--- config.mk ---
export PLATFORM = sky130hd
export DESIGN_NAME = turn_timer_flat
export DESIGN_NICKNAME = d
export VERILOG_FILES = /design/src/rtl/turn_timer_if.sv /design/src/rtl/turn_timer.sv /design/src/flat_wrapper.sv
export SDC_FILE = /design/constraint.sdc
export NUM_CORES = 1
export LEC_CHECK = 0
export ABC_AREA = 1
export CAP_MARGIN = 20
export CORE_MARGIN = 1.5
export CORE_UTILIZATION = 57
export DETAILED_ROUTE_END_ITERATION = 10
export DONT_BUFFER_PORTS = 1
export PLACE_DENSITY = 0.72
export SKIP_CTS_REPAIR_TIMING = 1
export SLEW_MARGIN = 20
export SYNTH_ARGS = -nofsm -noshare
export SYNTH_HDL_FRONTEND = slang
export SYNTH_SLANG_ARGS = --single-unit
--- constraint.sdc ---
create_clock -name clock -period 2.9 [get_ports clock]
set_clock_uncertainty 0.15 [all_clocks]
set_input_delay 0.435 -clock clock [delete_from_list [all_inputs] [get_ports clock]]
set_output_delay 0.435 -clock clock [all_outputs]
set_load 0.01 [all_outputs]
--- src/rtl/turn_timer_if.sv ---
// Control and display bundle for the Hangman per-turn countdown timer.
// The master drives the controls, and the slave (the timer) drives the digits and status.
interface turn_timer_if;
   logic       tick;
   logic       load;
   logic [6:0] load_value;
   logic       start;
   logic       pause;
   logic       guess_made;
   logic [3:0] tens;
   logic [3:0] ones;
   logic       running;
   logic       warn;
   logic       expired;
   logic       timed_out;

   modport master (
      output tick, load, load_value, start, pause, guess_made,
      input  tens, ones, running, warn, expired, timed_out
   );

   modport slave (
      input  tick, load, load_value, start, pause, guess_made,
      output tens, ones, running, warn, expired, timed_out
   );
endinterface

--- src/rtl/turn_timer.sv ---
// Two-digit BCD per-turn countdown with IDLE/RUN/PAUSED/EXPIRED control.
// It advances one step per tick, and a guess reloads the timer without stopping it.
module turn_timer #(
   parameter int START_SECS = 30,
   parameter int WARN_SECS  = 5
) (
   input  logic         clock,
   input  logic         reset,
   turn_timer_if.slave  bus
);

   generate
      if (START_SECS < 1 || START_SECS > 99) begin : g_bad_start
         $error("turn_timer: START_SECS must be in 1..99");
      end
      if (WARN_SECS >= START_SECS) begin : g_bad_warn
         $error("turn_timer: WARN_SECS must be below START_SECS");
      end
   endgenerate

   localparam logic [3:0] START_TENS = 4'(START_SECS / 10);
   localparam logic [3:0] START_ONES = 4'(START_SECS % 10);

   typedef enum logic [1:0] {
      ST_IDLE    = 2'd0,
      ST_RUN     = 2'd1,
      ST_PAUSED  = 2'd2,
      ST_EXPIRED = 2'd3
   } state_t;

   state_t     r_state;
   state_t     w_state_next;
   logic [3:0] r_tens;
   logic [3:0] r_ones;
   logic [3:0] w_tens_next;
   logic [3:0] w_ones_next;
   logic       r_expired;

   logic [6:0] w_clamped;
   logic [3:0] w_load_tens;
   logic [3:0] w_load_ones;
   logic       w_is_zero;
   logic       w_is_one;
   logic [6:0] w_count_bin;

   assign w_clamped   = (bus.load_value > 7'd99) ? 7'd99 : bus.load_value;
   assign w_load_tens = 4'(w_clamped / 7'd10);
   assign w_load_ones = 4'(w_clamped % 7'd10);
   assign w_is_zero   = (r_tens == 4'd0) && (r_ones == 4'd0);
   assign w_is_one    = (r_tens == 4'd0) && (r_ones == 4'd1);
   assign w_count_bin = ({3'b000, r_tens} * 7'd10) + {3'b000, r_ones};

   always_ff @(posedge clock) begin
      if (reset) begin
         r_state   <= ST_IDLE;
         r_tens    <= START_TENS;
         r_ones    <= START_ONES;
         r_expired <= 1'b0;
      end else begin
         r_state   <= w_state_next;
         r_tens    <= w_tens_next;
         r_ones    <= w_ones_next;
         r_expired <= (w_state_next == ST_EXPIRED) && (r_state != ST_EXPIRED);
      end
   end

   // Load wins everywhere; within RUN/PAUSED, guess beats pause, which beats start, which beats tick.
   always_comb begin
      w_state_next = r_state;
      w_tens_next  = r_tens;
      w_ones_next  = r_ones;
      if (bus.load) begin
         w_state_next = ST_IDLE;
         w_tens_next  = w_load_tens;
         w_ones_next  = w_load_ones;
      end else begin
         unique case (r_state)
            ST_IDLE: begin
               if (bus.start && !w_is_zero) w_state_next = ST_RUN;
            end
            ST_RUN: begin
               if (bus.guess_made) begin
                  w_tens_next = START_TENS;
                  w_ones_next = START_ONES;
               end else if (bus.pause) begin
                  w_state_next = ST_PAUSED;
               end else if (bus.tick && !w_is_zero) begin
                  if (w_is_one) w_state_next = ST_EXPIRED;
                  if (r_ones != 4'd0) begin
                     w_ones_next = r_ones - 4'd1;
                  end else begin
                     w_ones_next = 4'd9;
                     w_tens_next = r_tens - 4'd1;
                  end
               end
            end
            ST_PAUSED: begin
               if (bus.guess_made) begin
                  w_state_next = ST_RUN;
                  w_tens_next  = START_TENS;
                  w_ones_next  = START_ONES;
               end else if (!bus.pause && bus.start) begin
                  w_state_next = ST_RUN;
               end
            end
            ST_EXPIRED: begin
               w_state_next = ST_EXPIRED;
            end
            default: w_state_next = ST_IDLE;
         endcase
      end
   end

   assign bus.tens      = r_tens;
   assign bus.ones      = r_ones;
   assign bus.running   = (r_state == ST_RUN);
   assign bus.warn      = (r_state == ST_RUN) && !w_is_zero && (w_count_bin <= 7'(WARN_SECS));
   assign bus.expired   = r_expired;
   assign bus.timed_out = (r_state == ST_EXPIRED);

endmodule
--- src/flat_wrapper.sv ---
// flat-port wrapper written by rule: the top's interface ports become plain ports
module turn_timer_flat 
#(
   parameter int START_SECS = 30,
   parameter int WARN_SECS  = 5
)
  (clock, reset, bus_tick, bus_load, bus_load_value, bus_start, bus_pause, bus_guess_made, bus_tens, bus_ones, bus_running, bus_warn, bus_expired, bus_timed_out);
  turn_timer_if bus_i ();
  input  logic clock;
  input  logic reset;
  input wire logic [$bits(bus_i.tick)-1:0] bus_tick;
  input wire logic [$bits(bus_i.load)-1:0] bus_load;
  input wire logic [$bits(bus_i.load_value)-1:0] bus_load_value;
  input wire logic [$bits(bus_i.start)-1:0] bus_start;
  input wire logic [$bits(bus_i.pause)-1:0] bus_pause;
  input wire logic [$bits(bus_i.guess_made)-1:0] bus_guess_made;
  output wire logic [$bits(bus_i.tens)-1:0] bus_tens;
  output wire logic [$bits(bus_i.ones)-1:0] bus_ones;
  output wire logic [$bits(bus_i.running)-1:0] bus_running;
  output wire logic [$bits(bus_i.warn)-1:0] bus_warn;
  output wire logic [$bits(bus_i.expired)-1:0] bus_expired;
  output wire logic [$bits(bus_i.timed_out)-1:0] bus_timed_out;
  assign bus_i.tick = bus_tick;
  assign bus_i.load = bus_load;
  assign bus_i.load_value = bus_load_value;
  assign bus_i.start = bus_start;
  assign bus_i.pause = bus_pause;
  assign bus_i.guess_made = bus_guess_made;
  assign bus_tens = bus_i.tens;
  assign bus_ones = bus_i.ones;
  assign bus_running = bus_i.running;
  assign bus_warn = bus_i.warn;
  assign bus_expired = bus_i.expired;
  assign bus_timed_out = bus_i.timed_out;
  turn_timer #(.START_SECS(START_SECS), .WARN_SECS(WARN_SECS)) u_core (.clock(clock), .reset(reset), .bus(bus_i));
endmodule
# Yosys cells after proc, flatten, opt, wreduce, memory -nomap -nowiden
# Index checks and enable logic that the tools add are counted.
dict set report word_totals {
  ff_bits 11
  in_bits 14
  output_inout_bits 12
  word_cells 63
}
dict set report classes {
  addsub 3
  n_mul 1
  n_div 2
  magnitude_cmp 2
  n_eq_ne 10
  mux 24
  reduce_logical 17
}
# cell count
set ops {}
lappend ops {{$mux 4} 12}
lappend ops {{$mux 2} 8}
lappend ops {{$pmux 4 s2} 2}
lappend ops {{$logic_and 1x1->1} 8}
lappend ops {{$logic_not 4->1} 2}
lappend ops {{$ne 4x4->1 const B} 2}
lappend ops {{$pmux 2 s4} 1}
lappend ops {{$sub 4x1->4 const B} 2}
lappend ops {{$add 7x4->7} 1}
lappend ops {{$div 7x4->7 const B} 1}
lappend ops {{$gt 7x7->1 const B} 1}
lappend ops {{$le 7x3->1 const B} 1}
lappend ops {{$mod 7x4->7 const B} 1}
lappend ops {{$mux 7} 1}
lappend ops {{$eq 2x2->1 const B} 3}
lappend ops {{$mul 4x3->6 const B} 1}
lappend ops {{$reduce_and 5->1} 1}
lappend ops {{$eq 4x1->1 const B} 1}
lappend ops {{$ne 4x3->1 const B} 1}
lappend ops {{$reduce_and 4->1} 1}
lappend ops {{$reduce_bool 4->1} 1}
lappend ops {{$ne 3x3->1 const B} 1}
lappend ops {{$reduce_bool 3->1} 1}
lappend ops {{$eq 2x1->1 const B} 1}
lappend ops {{3 further kinds} 4}

# Longest topological paths before layout
# Gate-level depths: netlist of the first run.
dict set report logic_depth {
  word_depth 11
  mapped_depth 28
  ltp_nobuf 28
}

# Worst setup path after synthesis of the first run
# No wires, ideal clock.
dict set report synth_path {
  path_type {input to register}
  start {in bus_load_value[6]}
  end {reg u_core.r_tens[0] (netlist: u_core.bus.tens[0])}
  setup_ns 0.119
  arrival_time_ns 2.718
  t_required_ns 2.631
  setup_slack_ns -0.087
  cell_stages 26
  path_buffers 0
  path_cell_list {nand2_1 nand2_1 inv_1 ha_1 nor2_2 nor2_4 o21ai_2 inv_1 ha_1 nor2_2 nand2_2 nand2_2 nand2_2 nand2_2 nand3_2 nand2_2 nand2_2 nand2_2 nand2_1 inv_1 ha_1 nand2_2 nand2_2 nand2_2 o21ai_0 nand2_1}
}
dict set report synth_via {
  elab_chain_len 4
}
# item line_no
set synth_rtl {}
lappend synth_rtl {{start: declaration} flat_wrapper.sv:13} ;# input wire logic [$bits(bus_i.load_value)-1:0] bus_load_value;
lappend synth_rtl {{$gt 7x7->1} turn_timer.sv:46} ;# assign w_clamped = (bus.load_value > 7'd99) ? 7'd99 : bus.load_value;
lappend synth_rtl {{$mux 7 (*)} turn_timer.sv:46}
lappend synth_rtl {{$div 7x4->7 (*)} turn_timer.sv:47} ;# assign w_load_tens = 4'(w_clamped / 7'd10);
lappend synth_rtl {{$mux 4 (*)} turn_timer.sv:72} ;# if (bus.load) begin
lappend synth_rtl {{end signal: assignment} turn_timer.sv:61} ;# r_tens <= w_tens_next;
lappend synth_rtl {{end: declaration} turn_timer.sv:33} ;# logic [3:0] r_tens;
# Mark *: on every way between the ends. The rest lies on a longest branch, timed or not.
# A chain may end at the register's enable or synchronous reset.

# Worst setup path after layout of the first run
dict set report layout_path {
  start {reg u_core.r_tens[3] (netlist: u_core.bus.tens[3])}
  end {out bus_warn}
}
dict set report layout_via {
  elab_chain_len 5
  elab_cells_between_ends 8
  cone_classes {add/sub (1); mul (1); order compare (1); reduce/logical (5)}
}
# item line_no
set layout_rtl {}
lappend layout_rtl {{branches (longest 4 deep; another with $add 7x4->7)} --}
lappend layout_rtl {{$logic_and 1x1->1 (*)} turn_timer.sv:117} ;# assign bus.warn = (r_state == ST_RUN) && !w_is_zero && (w_count_bin <= 7'(WARN_SECS));
lappend layout_rtl {{end: declaration} flat_wrapper.sv:20} ;# output wire logic [$bits(bus_i.warn)-1:0] bus_warn;
# Mark *: on every way between the ends.

==> flow_metrics.tcl, run 1 <==
set metrics [dict create \
    min_path_type "input port to register" \
    final_area_um2 1540 \
    row_count 17 \
    cts.sinks 11 \
    path_buf_inv 0 \
    drive_above_1_share_pct 24.9 \
    wirelength_um 3000 \
    first_global_vias 1325 \
    dpl.hpwl_um 2550 \
    slew_headroom_pct 72.8 \
    place_congestion 0.854 \
    worst_pin_slew_ns 0.406 \
    path_class "register to primary output" \
    layout_common_cells "nand2_1 (30), inv_1 (30), nor2_1 (19), nand2_2 (15), buf_4 (14)" \
    io-pin-count 26 \
    hold_viol_final 0 \
    grt_pass1_wl_um 5130 \
    min_period_ns 2.72 \
    numCtsBuffers 3 \
    rsz0062_at_grt "no" \
    finalSetupTns_ns 0 \
    cts_tree "yes" \
    crit_family "adder cells" \
    root_buffer "clkbuf_4" \
    h-tree-depth 1 \
    synth_area_um2 1310 \
    seq_area_frac_synth_pct 16.9 \
    grt_antenna_before_repair 0 \
    synth_warnings 0 \
    wl_per_cell_um 12.0 \
    max_stage_delay_ns 0.44 \
    pre_cts_ws_ns -0.123 \
    vias 1363 \
    start_util_pct 59.6 \
    antenna_cells 0 \
    placed_area_um2 1480 \
    drt_iter0_markers 30 \
    post-route-period-util_pct 93.9 \
    fin_nets 251 \
    status "finished, final reports clean" \
    max_cap_violations 0 \
    synth-seq-cells 11 \
    finalMaxSlewViolations 0 \
    powerDensity_nw_per_um2 411 \
    synthCells 204 \
    cts.clk_slew.worst_paths_ns 0.07 \
    crit_fanout 4 \
    avgViaCountPerCell 5.47 \
    cp_common_cell "ha_1" \
    ant_nets 0 \
    fmax_mhz 367 \
    end_kind "primary output" \
    clk_latency_ns 0.26 \
    syn_to_final_growth_pct 17.5 \
    design.core.area_um2 2190 \
    required_ns 2.32 \
    dieArea_um2 2590 \
    synth_nets 233 \
    setup_viol 0 \
    drt-pass1-iter-count 4 \
    grtUsageTotal_pct 25.0 \
    leakagePower_nw 0.766 \
    power_uw 631 \
    grt_max_degree 9 \
    syn_area_per_cell_um2 6.40 \
    grt_overflow 0 \
    drc_errors 0 \
    ir_worst_vdd_v 0.000258 \
    crit_slowest_cell "dfxtp_1" \
    fillers 184 \
    start_kind "register" \
    synth_cell_types 32 \
    die_width_um 50.9 \
    ctsLongestPathBuffers 2 \
    worst_ep_arrival_time_ns 2.14 \
    path_cells "ha_1, ha_1, fa_1, xnor2_1, a31oi_1, a211oi_2" \
    chipHeight_um 50.9 \
    worst_slack_ns 0.177 \
    io_buffers 0 \
]
[cell families (layout without fill, tap and decap cells)]
logic type	after synthesis	count (layout)	synth area share, %
simple gates	97	97	35.8
compound gates	38	38	17.1
buf+inv	37	54	10.6
fa+ha+maj	15	15	15.5
flops	11	11	16.9
xor+xnor	6	6	4.02
[synthesized netlist by cell type]
cell | n | area share (%)
nor3_1 | 5 | 1.9
a211oi_1 | 1 | 0.57
nor2_4 | 1 | 0.86
nand3_1 | 14 | 5.4
inv_1 | 31 | 8.9
or2_1 | 1 | 0.48
o21bai_1 | 1 | 0.57
and2_1 | 1 | 0.48
o21ai_2 | 2 | 1.3
o311ai_0 | 1 | 0.67
a221oi_1 | 1 | 0.67
a21oi_2 | 2 | 1.3
and2_0 | 1 | 0.48
fa_1 | 2 | 3.1
o21ai_1 | 3 | 1.1
nor2_1 | 19 | 5.5
nand2_1 | 32 | 9.2
nand2_2 | 16 | 7.7
dfxtp_1 | 11 | 17
nand3_2 | 2 | 1.5
xnor2_1 | 3 | 2.0
inv_2 | 5 | 1.4
a31oi_1 | 3 | 1.4
ha_1 | 13 | 12
xor2_1 | 3 | 2.0
clkbuf_1 | 1 | 0.29
o211ai_1 | 1 | 0.57
nor4_1 | 1 | 0.48
nor2_2 | 2 | 0.96
o21ai_0 | 12 | 4.6
nand4_1 | 2 | 0.96
a21oi_1 | 11 | 4.2
[per-layer routing]
| metal | wire length, um | GRT usage (%) | share of wire (%) | vias up |
|---|---|---|---|---|
| met5 | 0 | 0 | 0 | - |
| met4 | 45 | 9.46 | 1.5 | 0 |
| met3 | 121 | 2.63 | 4.0 | 6 |
| met2 | 1560 | 48.5 | 52 | 40 |
| met1 | 1270 | 27.7 | 42 | 614 |
| li1 | - | - | - | 703 |
[final timing paths]
kind                             end  cells past startpoint               start  slack (ns)
hold reg to reg   u_core.bus.expired                      3   u_core.r_state[0]        0.47
setup reg to reg  u_core.bus.tens[2]                      9  u_core.bus.ones[1]        0.52
setup / recovery            bus_warn                      6  u_core.bus.tens[3]        0.18
hold / removal     u_core.r_state[1]                      1               reset        0.09
[stage by stage]
stage          hold slack, ns  util, %  std cells
2_1_floorplan           0.357        -        204
3_3_place_gp            0.361     67.6        244
3_5_place_dp            0.363     67.6        244
4_1_cts                0.0825     68.8        248
5_1_grt                0.0817     70.1        249
6_report               0.0874     70.1        249
[power breakdown]
part / leakage [nW] / internal, mW / switching, mW
sequential: 0.0908 / 0.165 / 0.0286
combinational: 0.660 / 0.143 / 0.192
clock: 0.0150 / 0.0532 / 0.0494
[sequential cells by signal (all words and copies together), names as in the netlist]
register / flops
u_core.r_state: 2
u_core.bus.ones: 4
u_core.bus.tens: 4
u_core.bus.expired: 1
[worst register-to-register path, cell delays in order (launching register included)]
cell and delay, ns:
dfxtp_1 0.47, inv_1 0.13, ha_1 0.20, nand2_1 0.14, or2_1 0.17, nand2_1 0.08
o21ai_0 0.13, and2_1 0.26, nand2_1 0.23, a221oi_1 0.33
[layout make-up]
class	count	area [um2]	area share, %
clock buffers	4	26.3	1.71
flip-flops and latches	11	220	14.3
multi-input cells	156	1010	66.0
repair buffers	14	105	6.85
inverters	36	135	8.80
well taps	28	35.0	2.28
Note: power is estimated with default switching activity, not from simulation.
==> run 2, diff against run 1 <==
Settings changed: CELL_PAD_IN_SITES_DETAIL_PLACEMENT set to 0, CELL_PAD_IN_SITES_GLOBAL_PLACEMENT set to 2, CORE_UTILIZATION 57 to 30.
==> run 2 against run 1 <==
Die area rose by 84%. Global-route usage fell by 9.1 points. Utilization fell by 31 points. Sequential power fell by 2%. Sequential share of layout area fell by 0.59 points. Critical path depth rose by 1. Hold slack improved by 0.029 ns. Via count barely moved. Highest routed layer unchanged. Final cell count rose by 10%. Non-clock buffer count rose by 4. Critical path type unchanged. Power rose by 9.9%. Clock power rose by 55%.
==> flow_metrics.tcl, run 2 (synthesis results as in run 1) <==
set metrics [dict create \
    leakagePower_nw 0.792 \
    final_area_um2 1600 \
    hold_viol_final 0 \
    crit_family "adder cells" \
    place_congestion 0.798 \
    io-pin-count 26 \
    reg2reg_depth 9 \
    setup_viol 0 \
    reg2reg_from "u_core.bus.ones[1]" \
    worst_pin_slew_ns 0.427 \
    dieArea_um2 4760 \
    rsz0062_at_grt "no" \
    first_global_vias 1326 \
    min_period_ns 2.76 \
    max_cap_violations 0 \
    required_ns 2.32 \
    finish.utilization_pct 39.2 \
    dpl.hpwl_um 2960 \
    drive_above_1_share_pct 25.8 \
    ir_worst_vdd_v 0.000115 \
    antenna_cells 0 \
    drc_errors 0 \
    cp_common_cell "ha_1" \
    worst_ep_arrival_time_ns 2.18 \
    fmax_mhz 362 \
    placed_area_um2 1550 \
    finalMaxSlewViolations 0 \
    max_stage_delay_ns 0.51 \
    fin_cells 275 \
    timing.rr.end "u_core.bus.tens[2]" \
    wl_per_cell_um 12.6 \
    min_path_type "input port to register" \
    crit_slowest_cell "dfxtp_1" \
    ant_nets 0 \
    path_buf_inv 1 \
    cts_tree "yes" \
    crit_start "u_core.bus.tens[0]" \
    chipHeight_um 69.0 \
    path_cells "ha_1, ha_1, a21oi_1, and2_0, nand2_1, a211oi_1, buf_4" \
    design.core.area_um2 4090 \
    drt-pass1-iter-count 4 \
    path_depth 7 \
    finalSetupTns_ns 0 \
    avgViaCountPerCell 4.96 \
    crit_fanout 7 \
    end_kind "primary output" \
    io_buffers 0 \
    grt_overflow 0 \
    status "finished, final reports clean" \
    h-tree-depth 1 \
    slew_headroom_pct 71.4 \
    grt_max_degree 9 \
    numCtsBuffers 3 \
    grt_pass1_wl_um 5610 \
    drt_iter0_markers 66 \
    r2r_slack_ns 0.48 \
    row_count 23 \
    ctsLongestPathBuffers 2 \
    post-route-period-util_pct 95.2 \
    die_width_um 69.0 \
    cts.sinks 11 \
    critPathCapture "bus_warn" \
    top_usage_layer "met2" \
    start_kind "register" \
    grt.met2_usage_pct 30.3 \
    fin_nets 255 \
    use_met3_pct 2.11 \
    root_buffer "clkbuf_8" \
    start_util_pct 32.0 \
    dp_cells 271 \
    layout_common_cells "nand2_1 (30), inv_1 (30), nor2_1 (19), buf_4 (18), nand2_2 (16)" \
    cts.clk_slew.worst_paths_ns 0.05 \
    powerDensity_nw_per_um2 433 \
    path_class "register to primary output" \
    grtUsageTotal_pct 15.9 \
    clk_latency_ns 0.24 \
    vias 1364 \
    wirelength_um 3460 \
    syn_to_final_growth_pct 22.6 \
    power_uw 694 \
    grt_use_met1_pct 17.4 \
    grt_antenna_before_repair 0 \
]
-- run 2: worst register-to-register path, cell delays in order (launching register included) --
cell,delay (ns)
dfxtp_1,0.48
inv_1,0.13
ha_1,0.20
nand2_1,0.14
or2_1,0.18
nand2_1,0.08
o21ai_0,0.13
and2_1,0.28
nand2_1,0.21
a221oi_1,0.34
-- run 2: final cells by class --
type / instances / area (um2)
Inverter: 36 / 135
Sequential cell: 11 / 220
Fill cell: 436 / 2480
Multi-Input combinational cell: 156 / 1000
Clock buffer: 4 / 45.0
Timing Repair Buffer: 18 / 135
Tap cell: 50 / 62.6
-- run 2: power by group --
part           switching, mW  leakage, nW  internal [mW]  total (mW)
combinational          0.195        0.678          0.148       0.344
clock                 0.0628       0.0228         0.0969       0.160
sequential            0.0248       0.0908          0.165       0.190
-- run 2: worst min-delay path by stage --
stage / start / to / slack (ns) / depth (start not counted)
after floorplan: reset / u_core.r_state[1] / 0.36 / 1
after global placement: reset / u_core.r_state[1] / 0.36 / 1
after detailed placement: reset / u_core.r_state[1] / 0.37 / 1
after CTS: reset / u_core.r_state[1] / 0.11 / 1
after global routing: reset / u_core.r_state[1] / 0.11 / 1
final: reset / u_core.r_state[1] / 0.12 / 1
-- run 2: per-stage QoR --
stage	setup slack (ns)	hold slack [ns]
after global placement	-0.0288	0.362
final	0.139	0.116
after detailed placement	-0.0973	0.368
after global routing	0.0171	0.113
after CTS	0.113	0.113
after floorplan	-0.0493	0.357
-- run 2: layer usage --
metal	wire [um]	share of wire, %
met5	0	0
met4	53	1.5
met3	180	5.2
met2	1720	50
met1	1500	43
==> run 3, diff against run 2 <==
==> constraint.sdc (replaced) <==
create_clock -name clock -period 2.9 [get_ports clock]
set_clock_uncertainty 0.15 [all_clocks]
set_input_delay 0.145 -clock clock [delete_from_list [all_inputs] [get_ports clock]]
set_output_delay 0.145 -clock clock [all_outputs]
set_load 0.01 [all_outputs]
==> run 3 against run 2 <==
Hold slack got worse by 0.10 ns. First-iteration DRC count fell by 33%. Power fell by 3.9%. Critical endpoint unchanged.
==> flow_metrics.tcl, run 3 (synthesis results as in run 1) <==
set metrics [dict create \
    hold_depth 3 \
    mostFrequentLayoutCell "nand2_1" \
    syn_to_final_growth_pct 15.4 \
    row_count 23 \
    wirelength_um 3410 \
    min_period_ns 2.66 \
    grt_overflow 0 \
    leakagePower_nw 0.743 \
    ctsLongestPathBuffers 2 \
    chipHeight_um 69.0 \
    wl_per_cell_um 12.8 \
    path_class "register to primary output" \
    crit_start "u_core.bus.tens[1]" \
    status "finished, final reports clean" \
    numCtsBuffers 3 \
    min_from "reset" \
    max_cap_violations 0 \
    finalMaxSlewViolations 0 \
    die_width_um 69.0 \
    start_util_pct 32.0 \
    fin_cells 266 \
    root_buffer "clkbuf_8" \
    cts.clk_slew.worst_paths_ns 0.05 \
    avgViaCountPerCell 4.88 \
    drt_iter0_markers 44 \
    crit_fanout 7 \
    worst_ep_arrival_time_ns 2.36 \
    reg2reg_depth 9 \
    grt_max_degree 9 \
    design.core.area_um2 4090 \
    io-pin-count 26 \
    required_ns 2.61 \
    grt_antenna_before_repair 0 \
    io_buffers 0 \
    layout_common_cells "nand2_1 (31), inv_1 (30), nor2_1 (19), nand2_2 (17), nand3_1 (14)" \
    fin_nets 246 \
    timing.rr.end "u_core.bus.tens[2]" \
    cts_tree "yes" \
    grtUsageTotal_pct 15.3 \
    max_stage_delay_ns 0.55 \
    ir_worst_vdd_v 0.000137 \
    end_kind "primary output" \
    r2r_slack_ns 0.55 \
    start_kind "register" \
    min_path_type "input port to register" \
    drc_errors 0 \
    drive_above_1_share_pct 19.4 \
    powerDensity_nw_per_um2 442 \
    h-tree-depth 1 \
    dp_cells 258 \
    regArea_um2 220 \
    ant_nets 0 \
    setup_viol 0 \
    worstHoldEndpoint "u_core.bus.ones[3]" \
    first_global_vias 1247 \
    drt-pass1-iter-count 4 \
    reg2reg_from "u_core.bus.tens[1]" \
    cts.sinks 11 \
    hold_viol_final 0 \
    antenna_cells 0 \
    multi_input_area_um2 970 \
    crit_slowest_cell "dfxtp_1" \
    place_congestion 0.835 \
    dpl.hpwl_um 2750 \
    finalSetupTns_ns 0 \
    clk_latency_ns 0.24 \
    worst_pin_slew_ns 0.447 \
    fmax_mhz 376 \
    grt_pass1_wl_um 5440 \
    path_cells "ha_1, ha_1, fa_1, nor2_1, nand2_1, a211oi_1" \
    slew_headroom_pct 70.0 \
    fillers 451 \
    rsz0062_at_grt "no" \
    cp_common_cell "ha_1" \
    post-route-period-util_pct 91.7 \
    dieArea_um2 4760 \
    vias 1297 \
]
==> run 3: changes by cell type in the layout (fill, tap and decap cells not counted), sizes merged <==
cell,change
dlygate4sd3,+3
buf,-12
==> run 3: worst max path at each step <==
stage / slack (ns) / to
floorplan: 0.20 / u_core.bus.tens[0]
global placement: 0.03 / u_core.bus.ones[2]
detailed placement: -0.03 / u_core.bus.ones[2]
CTS: 0.21 / u_core.bus.ones[2]
global route: 0.009 / u_core.bus.ones[2]
finish: 0.24 / bus_warn
==> run 3: layer usage <==
metal  share of wire, %  global-route usage [%]
met1                 45                    17.6
met2                 49                    28.7
met3                4.2                    2.27
met4                1.8                    5.15
met5                  0                       0
==> run 3: final cells by class <==
cell class | count | area share, %
sequential | 11 | 14.6
inverter | 36 | 8.96
tap | 50 | 4.15
multi-input combinational | 156 | 64.3
timing repair buffer | 9 | 4.98
clock buffer | 4 | 2.99
==> run 3: where the power goes <==
part           leakage [nW]  internal, mW  switching [mW]
logic                 0.630         0.128           0.192
clock network        0.0228        0.0967          0.0596
registers            0.0908         0.166          0.0246
total                 0.743         0.390           0.276
==> run 3: stage by stage <==
stage | setup slack (ns) | power [mW] | area (um2) | hold WS [ns] | util, %
after floorplan | 0.203 | 0.431 | 1310 | 0.0674 | -
after global placement | 0.0260 | 0.493 | 1400 | 0.0756 | 34.3
after detailed placement | -0.0319 | 0.501 | 1400 | 0.0770 | 34.3
after CTS | 0.209 | 0.658 | 1450 | -0.173 | 35.4
after global routing | 0.00886 | 0.728 | 1510 | 0.00665 | 36.9
final | 0.242 | 0.667 | 1510 | 0.0136 | 36.9
==> run 3: worst max-delay path: cells and delay by family (launching register included) <==
family / cells / cell delay (ns)
AOI/OAI and AO/OA: 1 / 0.43
and+or+nand+nor: 2 / 0.17
adders and majority gates: 3 / 0.97
DFF: 1 / 0.55
